==> config.mk <==
export PLATFORM = sky130hd
export DESIGN_NAME = symm_mac_seq_flat
export DESIGN_NICKNAME = d
export VERILOG_FILES = /design/src/rtl/symm_mac_seq_if.sv /design/src/rtl/symm_mac_seq.sv /design/src/flat_wrapper.sv
export SDC_FILE = /design/constraint.sdc
export NUM_CORES = 1
export LEC_CHECK = 0
export ABC_AREA = 1
export CORE_MARGIN = 4
export CORE_UTILIZATION = 50
export CTS_CLUSTER_DIAMETER = 120
export DETAILED_ROUTE_END_ITERATION = 16
export PLACE_DENSITY = 0.81
export SYNTH_ARGS = -nofsm -noshare
export SYNTH_HDL_FRONTEND = slang
export SYNTH_SLANG_ARGS = --single-unit
==> constraint.sdc <==
create_clock -name clk -period 2.7 [get_ports clk]
set_clock_uncertainty 0.05 [all_clocks]
set_input_delay 0.405 -clock clk [delete_from_list [all_inputs] [get_ports clk]]
set_output_delay 0.405 -clock clk [all_outputs]
set_load 0.005 [all_outputs]
==> src/rtl/symm_mac_seq_if.sv <==
// Handshake and memory-bus bundle between the SYMM job host and the MAC sequencer.
// The host (master) starts jobs and acknowledges result writes; the sequencer (slave) drives the bus.
interface symm_mac_seq_if #(
    parameter int NMAX = 8,
    parameter int IW   = 3,
    parameter int AW   = 6
);
    logic          start;
    logic [IW:0]   n_dim;
    logic          y_ready;
    logic          busy;
    logic          done;
    logic          rd_en;
    logic [AW-1:0] a_addr;
    logic [AW-1:0] b_addr;
    logic          mac_en;
    logic          mac_clr;
    logic          mac_last;
    logic          c_rd;
    logic [AW-1:0] c_addr;
    logic          y_we;
    logic [AW-1:0] y_addr;

    modport master (
        output start, n_dim, y_ready,
        input  busy, done, rd_en, a_addr, b_addr, mac_en, mac_clr, mac_last,
               c_rd, c_addr, y_we, y_addr
    );

    modport slave (
        input  start, n_dim, y_ready,
        output busy, done, rd_en, a_addr, b_addr, mac_en, mac_clr, mac_last,
               c_rd, c_addr, y_we, y_addr
    );
endinterface

==> src/rtl/symm_mac_seq.sv <==
// Sequencer for Y = alpha*A*B + beta*C: walks (i,j) row-major, issues N A/B read pairs,
// a C read and a handshaked result write per element; A reads fold into the stored upper triangle.
module symm_mac_seq #(
    parameter int NMAX = 8,
    parameter int IW   = 3,
    parameter int AW   = 6
) (
    input  logic           clk,
    input  logic           rst,
    symm_mac_seq_if.slave  bus
);
    // IDLE: wait start | ISSUE: A/B read k | WAIT: C read | WRITE: result handshake | DONE: end pulse
    typedef enum logic [2:0] {IDLE, ISSUE, WAIT, WRITE, DONE} state_t;

    state_t        state_q, state_d;
    logic [IW-1:0] i_q, i_d, j_q, j_d, k_q, k_d;
    logic [IW:0]   n_q, n_d, n_clamp;
    logic          mac_en_q, mac_en_d;
    logic          mac_clr_q, mac_clr_d;
    logic          mac_last_q, mac_last_d;
    logic          k_last, j_last, i_last;
    logic          rd_en_w, c_rd_w, y_we_w;
    logic [IW-1:0] a_row, a_col;
    logic [AW-1:0] ij_addr;

    assign n_clamp = (bus.n_dim > (IW+1)'(NMAX)) ? (IW+1)'(NMAX) : bus.n_dim;
    assign k_last  = ({1'b0, k_q} == n_q - (IW+1)'(1));
    assign j_last  = ({1'b0, j_q} == n_q - (IW+1)'(1));
    assign i_last  = ({1'b0, i_q} == n_q - (IW+1)'(1));

    always_ff @(posedge clk or posedge rst) begin
        if (rst) begin
            state_q    <= IDLE;
            i_q        <= '0;
            j_q        <= '0;
            k_q        <= '0;
            n_q        <= '0;
            mac_en_q   <= 1'b0;
            mac_clr_q  <= 1'b0;
            mac_last_q <= 1'b0;
        end else begin
            state_q    <= state_d;
            i_q        <= i_d;
            j_q        <= j_d;
            k_q        <= k_d;
            n_q        <= n_d;
            mac_en_q   <= mac_en_d;
            mac_clr_q  <= mac_clr_d;
            mac_last_q <= mac_last_d;
        end
    end

    always_comb begin
        state_d    = state_q;
        i_d        = i_q;
        j_d        = j_q;
        k_d        = k_q;
        n_d        = n_q;
        mac_en_d   = 1'b0;
        mac_clr_d  = 1'b0;
        mac_last_d = 1'b0;
        case (state_q)
            IDLE: begin
                if (bus.start) begin
                    n_d     = n_clamp;
                    i_d     = '0;
                    j_d     = '0;
                    k_d     = '0;
                    state_d = (n_clamp == '0) ? DONE : ISSUE;
                end
            end
            ISSUE: begin
                // Operand memories answer one cycle later, so the MAC strobes are registered copies.
                mac_en_d   = 1'b1;
                mac_clr_d  = (k_q == '0);
                mac_last_d = k_last;
                if (k_last) begin
                    k_d     = '0;
                    state_d = WAIT;
                end else begin
                    k_d = k_q + IW'(1);
                end
            end
            WAIT: state_d = WRITE;
            WRITE: begin
                if (bus.y_ready) begin
                    if (j_last) begin
                        j_d = '0;
                        if (i_last) begin
                            state_d = DONE;
                        end else begin
                            i_d     = i_q + IW'(1);
                            state_d = ISSUE;
                        end
                    end else begin
                        j_d     = j_q + IW'(1);
                        state_d = ISSUE;
                    end
                end
            end
            DONE:    state_d = IDLE;
            default: state_d = IDLE;
        endcase
    end

    assign rd_en_w = (state_q == ISSUE);
    assign c_rd_w  = (state_q == WAIT);
    assign y_we_w  = (state_q == WRITE);

    assign a_row   = (i_q < k_q) ? i_q : k_q;
    assign a_col   = (i_q < k_q) ? k_q : i_q;
    assign ij_addr = AW'(i_q) * AW'(NMAX) + AW'(j_q);

    assign bus.busy     = (state_q != IDLE);
    assign bus.done     = (state_q == DONE);
    assign bus.rd_en    = rd_en_w;
    assign bus.a_addr   = rd_en_w ? AW'(a_row) * AW'(NMAX) + AW'(a_col) : '0;
    assign bus.b_addr   = rd_en_w ? AW'(k_q) * AW'(NMAX) + AW'(j_q) : '0;
    assign bus.mac_en   = mac_en_q;
    assign bus.mac_clr  = mac_clr_q;
    assign bus.mac_last = mac_last_q;
    assign bus.c_rd     = c_rd_w;
    assign bus.c_addr   = c_rd_w ? ij_addr : '0;
    assign bus.y_we     = y_we_w;
    assign bus.y_addr   = y_we_w ? ij_addr : '0;
endmodule

==> src/flat_wrapper.sv <==
// flat-port wrapper written by rule: the top's interface ports become plain ports
module symm_mac_seq_flat 
#(
    parameter int NMAX = 8,
    parameter int IW   = 3,
    parameter int AW   = 6
)
  (clk, rst, bus_start, bus_n_dim, bus_y_ready, bus_busy, bus_done, bus_rd_en, bus_a_addr, bus_b_addr, bus_mac_en, bus_mac_clr, bus_mac_last, bus_c_rd, bus_c_addr, bus_y_we, bus_y_addr);
  symm_mac_seq_if #(.NMAX(NMAX), .IW(IW), .AW(AW)) bus_i ();
  input  logic clk;
  input  logic rst;
  input wire logic [$bits(bus_i.start)-1:0] bus_start;
  input wire logic [$bits(bus_i.n_dim)-1:0] bus_n_dim;
  input wire logic [$bits(bus_i.y_ready)-1:0] bus_y_ready;
  output wire logic [$bits(bus_i.busy)-1:0] bus_busy;
  output wire logic [$bits(bus_i.done)-1:0] bus_done;
  output wire logic [$bits(bus_i.rd_en)-1:0] bus_rd_en;
  output wire logic [$bits(bus_i.a_addr)-1:0] bus_a_addr;
  output wire logic [$bits(bus_i.b_addr)-1:0] bus_b_addr;
  output wire logic [$bits(bus_i.mac_en)-1:0] bus_mac_en;
  output wire logic [$bits(bus_i.mac_clr)-1:0] bus_mac_clr;
  output wire logic [$bits(bus_i.mac_last)-1:0] bus_mac_last;
  output wire logic [$bits(bus_i.c_rd)-1:0] bus_c_rd;
  output wire logic [$bits(bus_i.c_addr)-1:0] bus_c_addr;
  output wire logic [$bits(bus_i.y_we)-1:0] bus_y_we;
  output wire logic [$bits(bus_i.y_addr)-1:0] bus_y_addr;
  assign bus_i.start = bus_start;
  assign bus_i.n_dim = bus_n_dim;
  assign bus_i.y_ready = bus_y_ready;
  assign bus_busy = bus_i.busy;
  assign bus_done = bus_i.done;
  assign bus_rd_en = bus_i.rd_en;
  assign bus_a_addr = bus_i.a_addr;
  assign bus_b_addr = bus_i.b_addr;
  assign bus_mac_en = bus_i.mac_en;
  assign bus_mac_clr = bus_i.mac_clr;
  assign bus_mac_last = bus_i.mac_last;
  assign bus_c_rd = bus_i.c_rd;
  assign bus_c_addr = bus_i.c_addr;
  assign bus_y_we = bus_i.y_we;
  assign bus_y_addr = bus_i.y_addr;
  symm_mac_seq #(.NMAX(NMAX), .IW(IW), .AW(AW)) u_core (.clk(clk), .rst(rst), .bus(bus_i));
endmodule
=== Yosys cells after proc, flatten, opt, wreduce, memory -nomap -nowiden ===
Index checks and enable logic that the tools add are counted.

* Order comparisons: 2
* Mux-type cells: 27
* Add/subtract/negate cells: 7
* Equality and inequality tests: 12
* Reductions and logical operators: 11

{| class="wikitable"
|+ Operators by type and width
! cell !! number
|-
| two-way mux 3 bit || 15
|-
| two-way mux 6 bit || 4
|-
| adder 6 x 3 -> 6 bit || 3
|-
| one-hot mux 3 bit (2 select lines) || 3
|-
| equality test 3 x 4 -> 1 bit || 3
|-
| one-hot mux 3 bit (4 select lines) || 1
|-
| adder 3 x 1 -> 3 bit, second input constant || 3
|-
| equality test 3 x 2 -> 1 bit, second input constant || 2
|-
| logical NOT 3 bit || 2
|-
| != test 2 bit, second input constant || 3
|-
| AND reduction 3 bit || 2
|-
| AND reduction 5 bit || 1
|-
| > comparator 4 bit, second input constant || 1
|-
| logical NOT 4 bit || 1
|-
| two-way mux 4 bit || 1
|-
| != test 2 x 1 -> 1 bit, second input constant || 2
|-
| AND reduction 2 bit || 2
|-
| nonzero test 2 bit || 2
|-
| subtractor 4 x 1 -> 4 bit, second input constant || 1
|-
| equality test 3 x 1 -> 1 bit, second input constant || 1
|-
| equality test 3 bit, second input constant || 1
|-
| < comparator 3 bit || 1
|-
| two-way mux 1 bit || 3
|-
| nonzero test 3 bit || 1
|}

* Register bits: 19
* Output and inout bits: 32
* Logic and storage cells: 67
* Input port bits: 8

=== Depth between registers and ports, before layout ===
Gate-level depths: netlist of the first run.

* Word-level depth: 6
* Mapped depth: 13
* Depth with buffers taken out: 13

=== Worst setup path after synthesis of the first run ===
OpenSTA, ideal clock, no wires.

* Kind: register to output
* Start point: register u_core.k_q[2]
* End point: output bus_a_addr[0]
* Setup slack: 879 ps
* Data arrival time: 1366 ps
* Stages on the path, launching flop included: 6
* Required time: 2245 ps
* Path buffers: 0
* Path through: dfrtp_1 -> inv_1 -> ha_1 -> o21bai_1 -> o21ai_0 -> a21oi_1

* Cells in the longest elaborated chain, start to end: 4

{| class="wikitable"
|+ Ends and longest elaborated chain
! item !! line !! text
|-
| start: declaration || symm_mac_seq.sv:16 || <nowiki>logic [IW-1:0] i_q, i_d, j_q, j_d, k_q, k_d;</nowiki>
|-
| start signal: assignment || symm_mac_seq.sv:45 || <nowiki>k_q <= k_d;</nowiki>
|-
| < comparator 3 bit || symm_mac_seq.sv:111 || <nowiki>assign a_col = (i_q < k_q) ? k_q : i_q;</nowiki>
|-
| two-way mux 3 bit || symm_mac_seq.sv:111 ||
|-
| adder 6 x 3 -> 6 bit || symm_mac_seq.sv:117 || <nowiki>assign bus.a_addr = rd_en_w ? AW'(a_row) * AW'(NMAX) + AW'(a_col) : '0;</nowiki>
|-
| two-way mux 6 bit || symm_mac_seq.sv:117 ||
|-
| end: declaration || flat_wrapper.sv:18 || <nowiki>output wire logic [$bits(bus_i.a_addr)-1:0] bus_a_addr;</nowiki>
|}

No other way between the ends.

=== Worst setup path in the final report of the first run ===
* Start point: register u_core.k_q[1]
* End point: output bus_a_addr[0]

Same word-level chain as after synthesis.

==> run summary, run 1 <==
Antenna diode instance count -> 0
H-Tree Level Count -> 1
Routed via count divided by cell count -> 5.17
Part of the Yosys area used for sequential elements -> 0.336
First-pass GRT wire length -> 6110 um
Nets in the synthesized netlist -> 225
Overall global routing resource usage -> 0.222
Fraction of power consumed by sequential logic -> 0.250
Share of the clock period used by the worst path after layout -> 0.976
Actual transition at the worst max-transition pin -> 0.729 ns
Synthesis-to-finish area growth -> 35.8%
Switching share of total power -> 0.499
Internal Dissipation -> 0.000943 W
Via count -> 1473
Post-synthesis sequential element count -> 19
Synth top area share -> 0.336
Initial DRC Count -> 82
Num Clock Sinks -> 19
Max VDD drop -> 602 uV
Fin Hold WS -> 0.447 ns
Cell types with the highest counts after synthesis -> 64 x sky130_fd_sc_hd__nand2_1, 31 x sky130_fd_sc_hd__nor2_1, 22 x sky130_fd_sc_hd__inv_1
Cts bufs inserted -> 3
Antenna-violating nets left -> 0
Library cell occupying the most area in the post-synthesis netlist -> sky130_fd_sc_hd__dfrtp_1
Leftover overflow at the end of global routing -> 0
Syn. warnings -> 0
TritonCTS clock tree -> yes
Die Footprint -> 3750 um^2
Synthesized area per cell -> 6.80 um^2
Max Freq -> 0.380 GHz
Number of nets in the final layout -> 272
Final hold violation count -> 0
Final RePlAce weighted congestion -> 0.893
Critical path launch point type -> flip-flop
Antenna violations before repair -> 0
Multi-input gate area -> 838 um^2
Class of the tightest hold or removal check -> input port to asynchronous set/reset pin
Remaining DRCs -> 0
EDFF count, synth -> 0
Fraction of final layout cells sized beyond drive strength 1 -> 0.146
Mapped Cells -> 208
Synthesized area -> 1420 um^2
Vertical die dimension -> 61.2 um
Cell types occupying the most area after synthesis -> sky130_fd_sc_hd__dfrtp_1 34%, sky130_fd_sc_hd__nand2_1 17%, sky130_fd_sc_hd__nor2_1 8.2%, sky130_fd_sc_hd__ha_1 8.0%, sky130_fd_sc_hd__inv_1 5.8%
Vias in the first global route -> 1372
Data arrival at the endpoint of the critical path -> 2.18 ns
Slew margin rel. -> 0.513
Required time at the worst-slack endpoint -> 2.25 ns
Finished Layout Cells -> 285
Width of the die -> 61.2 um
Post-DP HPWL -> 2880 um
Pwr/cell area -> 980 nW/um^2
Predominant post-synthesis flop cell -> sky130_fd_sc_hd__dfrtp_1
Time the worst path needs with I/O delays and setup -> 2.63 ns
Switching power of the nets -> 0.000940 W
Area used by sequential logic in the layout -> 478 um^2
Comb pwr share -> 0.669
Classification of the worst setup path -> flip-flop to output pin
Final setup viols -> 0
Number of maximum-capacitance violations -> 0
Starting Density -> 0.518
Number of top-level design ports -> 40
Leakage -> 0.934 nW
Num rows -> 19
Status -> finished clean
Routed length per placed instance -> 13.3 um
Cell variety after synth -> 28
Most used standard cell by instance count after synthesis -> sky130_fd_sc_hd__nand2_1
Filler Cell Count -> 234
Placed Cells incl. Taps -> 278
Max-slew violation total from the final report -> 0
First-pass DRT Iterations -> 6
Maximum fanout along the worst path -> 7
Relative contribution of the clock network to total power -> 0.081
Maximum number of pins on one net before global-route repair -> 20
Element type at the critical path end -> output pin
Clock transition at the register clock pins on the worst setup and hold paths after CTS -> 0.12 ns
Core outline area -> 2730 um^2
Async set or reset register ratio after synthesis -> 1.00
Clock network latency to the later pin of the worst-skew pair -> 0.31 ns
Maximum buffer depth of the clock tree -> 2
Clk root buf -> sky130_fd_sc_hd__clkbuf_4
Count of input and output buffers -> 39
Post-Route WL -> 3780 um
[power by group through the flow]
stage | Sequential [W] | Combinational, W | Clock (W)
after floorplan | 0.000454 | 0.000799 | 0
after global placement | 0.000471 | 0.00117 | 0
after detailed placement | 0.000476 | 0.00119 | 0
after CTS | 0.000465 | 0.00122 | 0.000154
after global routing | 0.000482 | 0.00141 | 0.000164
final | 0.000470 | 0.00126 | 0.000153
[layout make-up]
class / instances / area share
Tap cell: 31 / 0.0202
Clock inverter: 1 / 0.00260
Clock buffer: 3 / 0.0117
Sequential cell: 19 / 0.249
Inverter: 31 / 0.0605
Multi-Input combinational cell: 157 / 0.436
Timing Repair Buffer: 43 / 0.220
[routing by layer]
metal  GRT usage  routed length, um
met1       0.281               1650
met2       0.372               1810
met3      0.0440                246
met5           0                  0
met4      0.0898                 67
[path summary, 6_finish.rpt]
check | from | end | slack (ns) | cells after the start
max | u_core.k_q[1] | bus_a_addr[0] | 0.07 | 7
max reg2reg | u_core.n_q[0] | u_core.state_q[1] | 0.66 | 12
min | rst | u_core.state_q[1] | 0.45 | 2
min in group clk | u_core.n_q[3] | u_core.n_q[3] | 0.50 | 2
max in group asynchronous | rst | u_core.i_q[2] | 1.65 | 2
min reg2reg | u_core.n_q[3] | u_core.n_q[3] | 0.50 | 2
[critical path, stage by stage (launching register included)]
cell	delay (ns)
sky130_fd_sc_hd__dfrtp_1	0.41
sky130_fd_sc_hd__inv_2	0.11
sky130_fd_sc_hd__ha_1	0.26
sky130_fd_sc_hd__a21oi_2	0.19
sky130_fd_sc_hd__o21bai_4	0.10
sky130_fd_sc_hd__buf_4	0.15
sky130_fd_sc_hd__a21oi_1	0.14
sky130_fd_sc_hd__clkdlybuf4s50_1	0.51
[cell families (layout without fill, tap and decap cells)]
logic type | after synthesis | after routing | share of synthesized area
AO/OA/AOI/OAI | 23 | 23 | 0.0849
XOR/XNOR | 2 | 2 | 0.0124
adder cells (fa/ha/maj) | 9 | 9 | 0.0796
buffers and inverters | 32 | 78 | 0.0858
flip-flops | 19 | 19 | 0.336
AND/OR/NAND/NOR | 123 | 123 | 0.401
[placed cells by master, fill, tap and decap left out, drive strengths merged, types with 2 or more instances in the layout]
master and n:
clkbuf 3, inv 30, o22ai 2, dfrtp 19, clkinv 2, a21oi 11, o21ai 9, nor2 34
ha 9, buf 4, nand3 12, clkdlybuf4s50 38, nor3 4, nand4 4, nand2 67
[registers in the layout, summed over array words and instances (netlist names)]
signal	cells
u_core.bus.mac_clr	1
u_core.bus.mac_en	1
u_core.bus.mac_last	1
u_core.i_q	3
u_core.j_q	3
u_core.k_q	3
u_core.n_q	4
u_core.state_q	3
[metrics by stage]
step | setup WS (ns) | total power (W) | TNS [ns] | instance area, um^2 | util
2_1_floorplan | 0.879 | 0.00125 | 0 | 1420 | -
3_3_place_gp | 0.304 | 0.00165 | 0 | 1850 | 0.676
3_5_place_dp | 0.161 | 0.00166 | 0 | 1850 | 0.676
4_1_cts | 0.0135 | 0.00184 | 0 | 1890 | 0.692
5_1_grt | -0.000730 | 0.00206 | -0.000730 | 1920 | 0.703
6_report | 0.0661 | 0.00188 | 0 | 1920 | 0.703
[what timing repair did]
item | in CTS | in global routing
setup endpoints to repair | 4 | 9
buffers inserted | 2 | 1
resized for setup | 1 | 10
hold buffers | 0 | 0
pin swaps | 1 | 2
Power figures use the tool's default switching activity.
==> run 2, diff against run 1 <==
--- a/config.mk
+++ b/config.mk
@@ -5,12 +5,14 @@
 export SDC_FILE = /design/constraint.sdc
 export NUM_CORES = 1
 export LEC_CHECK = 0
-export ABC_AREA = 1
+export ABC_AREA = 0
 export CORE_MARGIN = 4
 export CORE_UTILIZATION = 50
 export CTS_CLUSTER_DIAMETER = 120
 export DETAILED_ROUTE_END_ITERATION = 16
 export PLACE_DENSITY = 0.81
+export RECOVER_POWER = 50
+export SLEW_MARGIN = 20
 export SYNTH_ARGS = -nofsm -noshare
 export SYNTH_HDL_FRONTEND = slang
 export SYNTH_SLANG_ARGS = --single-unit
==> run 2 against run 1 <==
Compared with the run above: synthesized area grew 3.0%; fmax up 1.2%; die area rose by 2.6%; flip-flop and latch count is the same; sequential power is 19% higher; worst setup slack improved by 0.032 ns; cell count fell by 17%; via count fell by 10%; non-clock buffer count unchanged; sequential share of layout area up 0.20 points; total power grew 16%; largest cell class unchanged; highest routed layer unchanged.
==> run summary, run 2 <==
Post-DP HPWL -> 2930 um
Count of input and output buffers -> 39
Number of top-level design ports -> 40
Final setup viols -> 0
First-pass GRT wire length -> 6000 um
Overall global routing resource usage -> 0.215
Antenna violations before repair -> 0
Max FFs per register -> 4
Multi-input gate area -> 895 um^2
Leftover overflow at the end of global routing -> 0
Cell count of the worst reg-to-reg path -> 7
Area used by sequential logic in the layout -> 479 um^2
Cell types occupying the most area after synthesis -> sky130_fd_sc_hd__dfrtp_1 33%, sky130_fd_sc_hd__ha_1 7.7%, sky130_fd_sc_hd__nor2_1 4.9%, sky130_fd_sc_hd__and2_1 4.3%, sky130_fd_sc_hd__mux2i_1 3.4%
Highest signal layer in the routed design -> met4
Post-Route M1 WL -> 1590 um
Sum of met3 wire segment lengths after detailed routing -> 192 um
Filler Cell Count -> 225
Initial DRC Count -> 44
Ordered list of cells on the worst path -> inv_2 > ha_1 > o21bai_4 > mux2i_1 > nor2_1 > clkdlybuf4s50_1
Actual transition at the worst max-transition pin -> 0.735 ns
Predominant post-synthesis flop cell -> sky130_fd_sc_hd__dfrtp_1
Most frequent cells in the layout -> 34 x sky130_fd_sc_hd__clkdlybuf4s50_1, 19 x sky130_fd_sc_hd__nor2_1, 16 x sky130_fd_sc_hd__dfrtp_1
Num Clock Sinks -> 19
Register-to-Register Setup Slack -> 0.29 ns
Clk root buf -> sky130_fd_sc_hd__clkbuf_4
Pwr/cell area -> 1140 nW/um^2
Number of nets in the final layout -> 223
Num rows -> 19
Met2 wire length -> 1940 um
Total stage count of the critical path -> 6
Data arrival at the endpoint of the critical path -> 2.15 ns
Antenna diode instance count -> 0
Cell variety after synth -> 41
Worst setup endpoint -> bus_a_addr[0]
Critical-path cell with the highest stage delay -> sky130_fd_sc_hd__clkdlybuf4s50_1
Async set or reset register ratio after synthesis -> 1.00
Final hold violation count -> 0
Part of the Yosys area used for sequential elements -> 0.326
Max-slew violation total from the final report -> 0
Time the worst path needs with I/O delays and setup -> 2.60 ns
EDFF count, synth -> 0
Starting Density -> 0.524
Total power of the final layout -> 0.00218 W
Critical path launch point type -> flip-flop
Maximum buffer depth of the clock tree -> 2
Synth top area share -> 0.326
Cts bufs inserted -> 3
Number of maximum-capacitance violations -> 0
Routed length per placed instance -> 15.9 um
First-pass DRT Iterations -> 4
Element type at the critical path end -> output pin
Maximum fanout along the worst path -> 5
Mapped Cells -> 165
Via count -> 1323
Library cell occupying the most area in the post-synthesis netlist -> sky130_fd_sc_hd__dfrtp_1
Syn. warnings -> 0
Synthesized area per cell -> 8.83 um^2
Leakage -> 0.869 nW
Classification of the worst setup path -> flip-flop to output pin
Slew margin rel. -> 0.510
Nets in the synthesized netlist -> 182
Most frequent standard cell in the layout excluding fill and tap cells -> sky130_fd_sc_hd__clkdlybuf4s50_1
Crit. Startpoint -> u_core.k_q[2]
H-Tree Level Count -> 1
Synthesis-to-finish area growth -> 31.2%
Bufs and invs on worst path -> 2
Post-Route WL -> 3760 um
Cell types with the highest counts after synthesis -> 19 x sky130_fd_sc_hd__dfrtp_1, 19 x sky130_fd_sc_hd__nor2_1, 13 x sky130_fd_sc_hd__inv_1
Delay contributed by the slowest stage of the critical path -> 0.53 ns
Critical register-to-register path startpoint -> u_core.n_q[0]
Status -> finished clean
Clock transition at the register clock pins on the worst setup and hold paths after CTS -> 0.11 ns
Maximum number of pins on one net before global-route repair -> 20
Routed via count divided by cell count -> 5.61
Final RePlAce weighted congestion -> 0.917
Total negative setup slack -> 0 ns
Hold_buf cts -> 0
Vias in the first global route -> 1329
Remaining DRCs -> 0
Fraction of final layout cells sized beyond drive strength 1 -> 0.117
Fin Hold WS -> 0.516 ns
Clock network latency to the later pin of the worst-skew pair -> 0.30 ns
Share of the clock period used by the worst path after layout -> 0.964
Delay-heaviest family, CP -> buffers and inverters
Vertical die dimension -> 62.0 um
Worst r2r dst -> u_core.state_q[0]
Required time at the worst-slack endpoint -> 2.25 ns
Core outline area -> 2780 um^2
Width of the die -> 62.0 um
Register name with the most flops -> u_core.n_q
Synthesized area -> 1460 um^2
Antenna-violating nets left -> 0
Max Freq -> 0.384 GHz
Max VDD drop -> 882 uV
Setup repair after global routing missed its margin -> no
Class of the tightest hold or removal check -> flip-flop to flip-flop
TritonCTS clock tree -> yes
Post-synthesis sequential element count -> 19
Die Footprint -> 3840 um^2
==> run 2: worst min-delay path by stage <==
| stage | start | end | cells past startpoint |
|---|---|---|---|
| after global placement | u_core.k_q[2] | u_core.k_q[2] | 1 |
| after global routing | u_core.k_q[2] | u_core.k_q[2] | 1 |
| after CTS | u_core.k_q[2] | u_core.k_q[2] | 1 |
| final | u_core.n_q[3] | u_core.n_q[3] | 1 |
| after detailed placement | u_core.k_q[2] | u_core.k_q[2] | 1 |
| after floorplan | rst | u_core.bus.mac_clr | 1 |
==> run 2: power by group <==
| group | switching, W | leakage [nW] | internal [W] |
|---|---|---|---|
| logic | 0.000754 | 0.617 | 0.000718 |
| clock network | 0.0000913 | 0.0150 | 0.0000576 |
| registers | 0.000160 | 0.238 | 0.000396 |
| total | 0.00101 | 0.869 | 0.00117 |
==> run 2: cells by family after synthesis <==
logic type      synth area share
xor+xnor                  0.0704
flops                      0.326
fa+ha+maj                 0.0773
buf+inv                   0.0670
simple gates               0.238
mux                       0.0498
compound gates             0.172
==> run 2: cell type report <==
cell class	count	area share
Sequential cell	19	0.251
Inverter	14	0.0275
Multi-Input combinational cell	125	0.468
Timing Repair Buffer	43	0.220
Tap cell	31	0.0203
Clock buffer	4	0.0137
==> run 2: worst register-to-register path, delay by kind of cell (launching register included) <==
family	cells	cell delay, ns
buf+inv	1	0.09
flops	1	0.52
fa+ha+maj	1	0.24
compound gates	3	0.84
xor+xnor	2	0.62
==> run 2: per-stage QoR <==
step	cell area, um^2	utilization	std cells	setup WS (ns)
detailed placement	1860	0.670	231	0.141
global route	1910	0.687	236	0.00390
global placement	1860	0.670	231	0.268
finish	1910	0.687	236	0.0984
floorplan	1460	-	165	0.744
CTS	1910	0.686	236	0.0147
==> run 2: per-layer routing <==
layer | global-route usage | vias to the layer above
li1 | - | 652
met1 | 0.243 | 624
met2 | 0.382 | 41
met3 | 0.0517 | 6
met4 | 0.0909 | 0
met5 | 0 | -
==> run 2: what timing repair did <==
action,4_1_cts,5_1_grt
setup endpoints to repair,4,13
buffers inserted,1,0
gates resized for setup,3,7
